**config.mk**
```make
export PLATFORM = sky130hd
export DESIGN_NAME = alien_step_ctrl
export DESIGN_NICKNAME = d
export VERILOG_FILES = /design/src/rtl/alien_step_ctrl.sv
export SDC_FILE = /design/constraint.sdc
export NUM_CORES = 1
export LEC_CHECK = 0
export CORE_UTILIZATION = 25
export DETAILED_ROUTE_END_ITERATION = 10
export PLACE_DENSITY = 0.39
export SETUP_SLACK_MARGIN = 0.5
export SYNTH_ARGS = -nofsm -noshare
export SYNTH_HDL_FRONTEND = slang
export SYNTH_SLANG_ARGS = --single-unit
```
**constraint.sdc**
```tcl
create_clock -name CLK -period 7 [get_ports CLK]
set_input_delay 1.05 -clock CLK [delete_from_list [all_inputs] [get_ports CLK]]
set_output_delay 1.05 -clock CLK [all_outputs]
set_load 0.02 [all_outputs]
```
**src/rtl/alien_step_ctrl.sv**
```systemverilog
`default_nettype none
// ============================================================================
// Module   : alien_step_ctrl
// Brief    : Formation-step generator for the alien block: level-scaled step
//            period, horizontal sweep with edge drop, step counter.
// Revision : 1.0 - initial release
// ============================================================================
module alien_step_ctrl #(
   parameter int CNT_W       = 24,
   parameter int BASE_PERIOD = 5_000_000,
   parameter int MIN_PERIOD  = 500_000,
   parameter int LVL_W       = 3,
   parameter int X_W         = 10,
   parameter int X_MIN       = 0,
   parameter int X_MAX       = 160,
   parameter int X_START     = 0,
   parameter int STEP_X      = 4
) (
   input  logic             CLK,
   input  logic             Rst,
   input  logic             EN,
   input  logic             Pause,
   input  logic [LVL_W-1:0] Level,
   output logic             M1,
   output logic             Drop,
   output logic             Dir,
   output logic [X_W-1:0]   X_off,
   output logic [7:0]       Step_cnt
);

   localparam logic [CNT_W-1:0] c_base   = CNT_W'(BASE_PERIOD);
   localparam logic [CNT_W-1:0] c_min    = CNT_W'(MIN_PERIOD);
   localparam logic [CNT_W-1:0] c_one    = CNT_W'(1);
   localparam logic [X_W:0]     c_step_w = (X_W+1)'(STEP_X);
   localparam logic [X_W:0]     c_xmax_w = (X_W+1)'(X_MAX);
   localparam logic [X_W:0]     c_left_w = (X_W+1)'(X_MIN + STEP_X);
   localparam logic [X_W-1:0]   c_step   = X_W'(STEP_X);
   localparam logic [X_W-1:0]   c_xstart = X_W'(X_START);

   logic [CNT_W-1:0] r_cnt;
   logic [CNT_W-1:0] w_shift;
   logic [CNT_W-1:0] w_last;
   logic [X_W:0]     w_xext;
   logic             w_active;
   logic             w_step;
   logic             w_redge;
   logic             w_ledge;
   logic             w_edge;

   // Edge tests use one extra bit so neither the add nor the left bound can wrap.
   always_comb begin
      w_shift  = c_base >> Level;
      w_last   = ((w_shift < c_min) ? c_min : w_shift) - c_one;
      w_active = EN && !Pause;
      w_step   = w_active && (r_cnt >= w_last);
      w_xext   = {1'b0, X_off};
      w_redge  = (w_xext + c_step_w) > c_xmax_w;
      w_ledge  = w_xext < c_left_w;
      w_edge   = Dir ? w_ledge : w_redge;
   end

   always_ff @(posedge CLK) begin
      if (!Rst) begin
         r_cnt    <= '0;
         M1       <= 1'b0;
         Drop     <= 1'b0;
         Dir      <= 1'b0;
         X_off    <= c_xstart;
         Step_cnt <= 8'd0;
      end else begin
         M1   <= 1'b0;
         Drop <= 1'b0;
         if (w_step) begin
            r_cnt    <= '0;
            M1       <= 1'b1;
            Step_cnt <= Step_cnt + 8'd1;
            if (w_edge) begin
               Drop <= 1'b1;
               Dir  <= !Dir;
            end else if (Dir) begin
               X_off <= X_off - c_step;
            end else begin
               X_off <= X_off + c_step;
            end
         end else if (w_active) begin
            r_cnt <= r_cnt + c_one;
         end
      end
   end

endmodule
`default_nettype wire
```
==> results.cfg <==
[floorplanning]
io-pin-count = 28
start_util = 0.2565
core_region_area_um2 = 12060
rows = 40
die_w_um = 113.3
dieArea_um2 = 12830
die_h_um = 113.3

[layout]
n_antenna_cell = 0
drive_gt1_frac = 0.04726
design_area_um2 = 3613
syn_to_final_growth_pct = 16.78
fillers = 1333
nets = 443

[synth]
synth.yosys.warnings = 0
ys_types = 58
yosysTopAreaCellShare = 0.2782
synthTopCellsByArea = dfxtp_1, ha_1, nor2_1
yosysMostFrequentCell = nor2_1
synth_area_per_cell_um2 = 8.079
ys_ff_latch = 43
synth_ff_type = dfxtp_1
ys_top_cells_by_count = nor2_1, dfxtp_1, nand2_1, ha_1, a21oi_1
yosysTopAreaCell = dfxtp_1
synthCells = 383
syn_area_um2 = 3094
yosysSeqAreaShare = 0.2782
synth-edff-count = 0
async_flop_share = 0

[clocking]
cts_buffers = 5
cts_resized = 0
tritoncts = built
insertion_delay_ps = 280
cts_root_buffer = clkbuf_16
cts_num_sinks = 43
cts_hold_buffers = 0
path_clk_slew_ps = 60
htree_levels = 2
postCtsSetupBuffers = 0
cts_buffer_depth = 2

[drt]
dr.pass1.iters = 4
drt_iter0_drc = 98
wl_met1_um = 3793
wl_um = 7323
ant_nets = 0
top_layer_used = met4
wire_per_inst_um = 12.85
dr_wl_met3_um = 147
met2_length_um = 3316
via_per_inst = 4.623
vias = 2635
route.detailed.drc = 0

[power]
power_uw = 529.2
power.density_nw_per_um2 = 146.5
ir_drop_v = 0.00008278
p_leak_nw = 1.347

[sta]
finalMaxSlewViolations = 0
finalSetupTns_ps = 0
maxSlewHeadroom = 0.4655
worst_pin_slew_ps = 799.2
fin_worst_skew_ps = 4.523
finalHoldViolations = 0
fin_crit_ps = 5660
rsz0062_at_grt = no
setup_viol = 0
fmax_ghz = 0.1767
finalCritPeriodShare = 0.8086

[global_routing]
grt_overflow = 0
grt_max_degree = 25
antenna_found_initial = 0
grt_pass1_wl_um = 11960
grt_pass1_vias = 2333
grt_usage = 0.1176

[worst_hold_path]
whs_path_depth = 2
min_path_type = flip-flop to flip-flop

[placement]
dp_hpwl_um = 5606
port_buffers = 25
place.gp.congestion = 0.7638
place_area_um2 = 3473

[flow_run]
max_cap_violations = 0

[worst_setup_path]
slowest_stage = a211oi_4
worstPathRequired_ps = 7210
r2r_cells = 6
critPathCapture = r_cnt[1]$_SDFFE_PP0P_
crit_path_end_kind = flip-flop
r2r-start = r_cnt[5]$_SDFFE_PP0P_
path_cells = clkdlybuf4s50_1 -> inv_1 -> ha_1 -> nand4bb_1 -> a21oi_1 -> nor2_1 -> o21a_1 -> nor2_1 -> ha_1 -> a211o_1 -> o311a_1 -> a211oi_4 -> nand2_2 -> a21oi_1
cp-start-kind = primary input
crit_type = primary input to flip-flop
slowest_delay_ps = 700
r2r_setup_slack_ps = 4190
r2r-end = r_cnt[1]$_SDFFE_PP0P_
cp-startpoint = Level[1]
arrival_ps = 5870
critPathMaxFanout = 24

[outcome]
status = complete, no violations
## registers in the layout, summed over array words and instances, names as in the netlist
signal,cells
M1,1
r_cnt,24
Dir,1
Step_cnt,8
X_off,8
Drop,1
## layer usage
metal / vias to the layer above / GRT usage
li1: 1388 / -
met1: 1220 / 0.1676
met2: 23 / 0.1796
met3: 4 / 0.02142
met5: - / 0
met4: 0 / 0.03421
## how the worst min path moves through the flow
stage / startpoint / endpoint / slack, ps
4_1_cts: Step_cnt[7]$_SDFFE_PN0P_ / Step_cnt[7]$_SDFFE_PN0P_ / 480
6_report: Step_cnt[7]$_SDFFE_PN0P_ / Step_cnt[7]$_SDFFE_PN0P_ / 480
3_3_place_gp: Step_cnt[7]$_SDFFE_PN0P_ / Step_cnt[7]$_SDFFE_PN0P_ / 470
3_5_place_dp: Step_cnt[7]$_SDFFE_PN0P_ / Step_cnt[7]$_SDFFE_PN0P_ / 470
5_1_grt: Step_cnt[7]$_SDFFE_PN0P_ / Step_cnt[7]$_SDFFE_PN0P_ / 530
2_1_floorplan: r_cnt[1]$_SDFFE_PP0P_ / r_cnt[1]$_SDFFE_PP0P_ / 470
## layout make-up
cell class | count | area (µm²) | area share
sequential | 43 | 860.8 | 0.2382
tap | 168 | 210.2 | 0.05817
multi-input combinational | 308 | 2081 | 0.5758
clock inverter | 3 | 15.01 | 0.004155
inverter | 17 | 63.81 | 0.01766
timing repair buffer | 26 | 257.7 | 0.07133
clock buffer | 5 | 125.1 | 0.03463
## cell families (layout without fill, tap and decap cells)
logic type / after synthesis / count (layout) / synth area share
AO/OA/AOI/OAI: 71 / 71 / 0.1488
XOR/XNOR: 30 / 30 / 0.08492
adder cells (fa/ha/maj): 35 / 35 / 0.1415
multiplexers: 9 / 9 / 0.02952
flip-flops: 43 / 43 / 0.2782
buffers and inverters: 33 / 51 / 0.05054
other: 2 / 3 / 0.002427
AND/OR/NAND/NOR: 160 / 160 / 0.2640
## per-stage QoR
| step | hold WS [ps] | worst slack, ps | std cells | util |
|---|---|---|---|---|
| 2_1_floorplan | 468.9 | 2404 | 384 | - |
| 4_1_cts | 479.4 | 1283 | 570 | 0.2996 |
| 6_report | 479.6 | 1340 | 570 | 0.2996 |
| 3_3_place_gp | 471.1 | 1108 | 562 | 0.2880 |
| 3_5_place_dp | 470.6 | 985.2 | 562 | 0.2880 |
| 5_1_grt | 531.5 | 894.2 | 570 | 0.2996 |
## critical path, delay by kind of cell
kind	cells	cell delay, ps
fa+ha+maj	2	770
compound gates	6	1950
buf+inv	2	720
simple gates	4	1360
## where the power goes
group	switching, mW	total [mW]	internal [mW]	leakage [nW]
Combinational	0.0349	0.0552	0.0203	0.927
Sequential	0.000853	0.246	0.245	0.346
Clock	0.0975	0.228	0.130	0.0733
## layout by cell type (no fill, tap or decap), types with 8 or more instances in the layout
cell type and instances:
clkdlybuf4s50_1 25, a21oi_1 29, nand3_1 17, xnor2_1 12
nand2_1 36, nor2_1 53, inv_1 16, ha_1 35
dfxtp_1 43, xor2_1 18, o21ai_0 11, mux2i_1 8
Note: power is estimated with default switching activity, not from simulation.
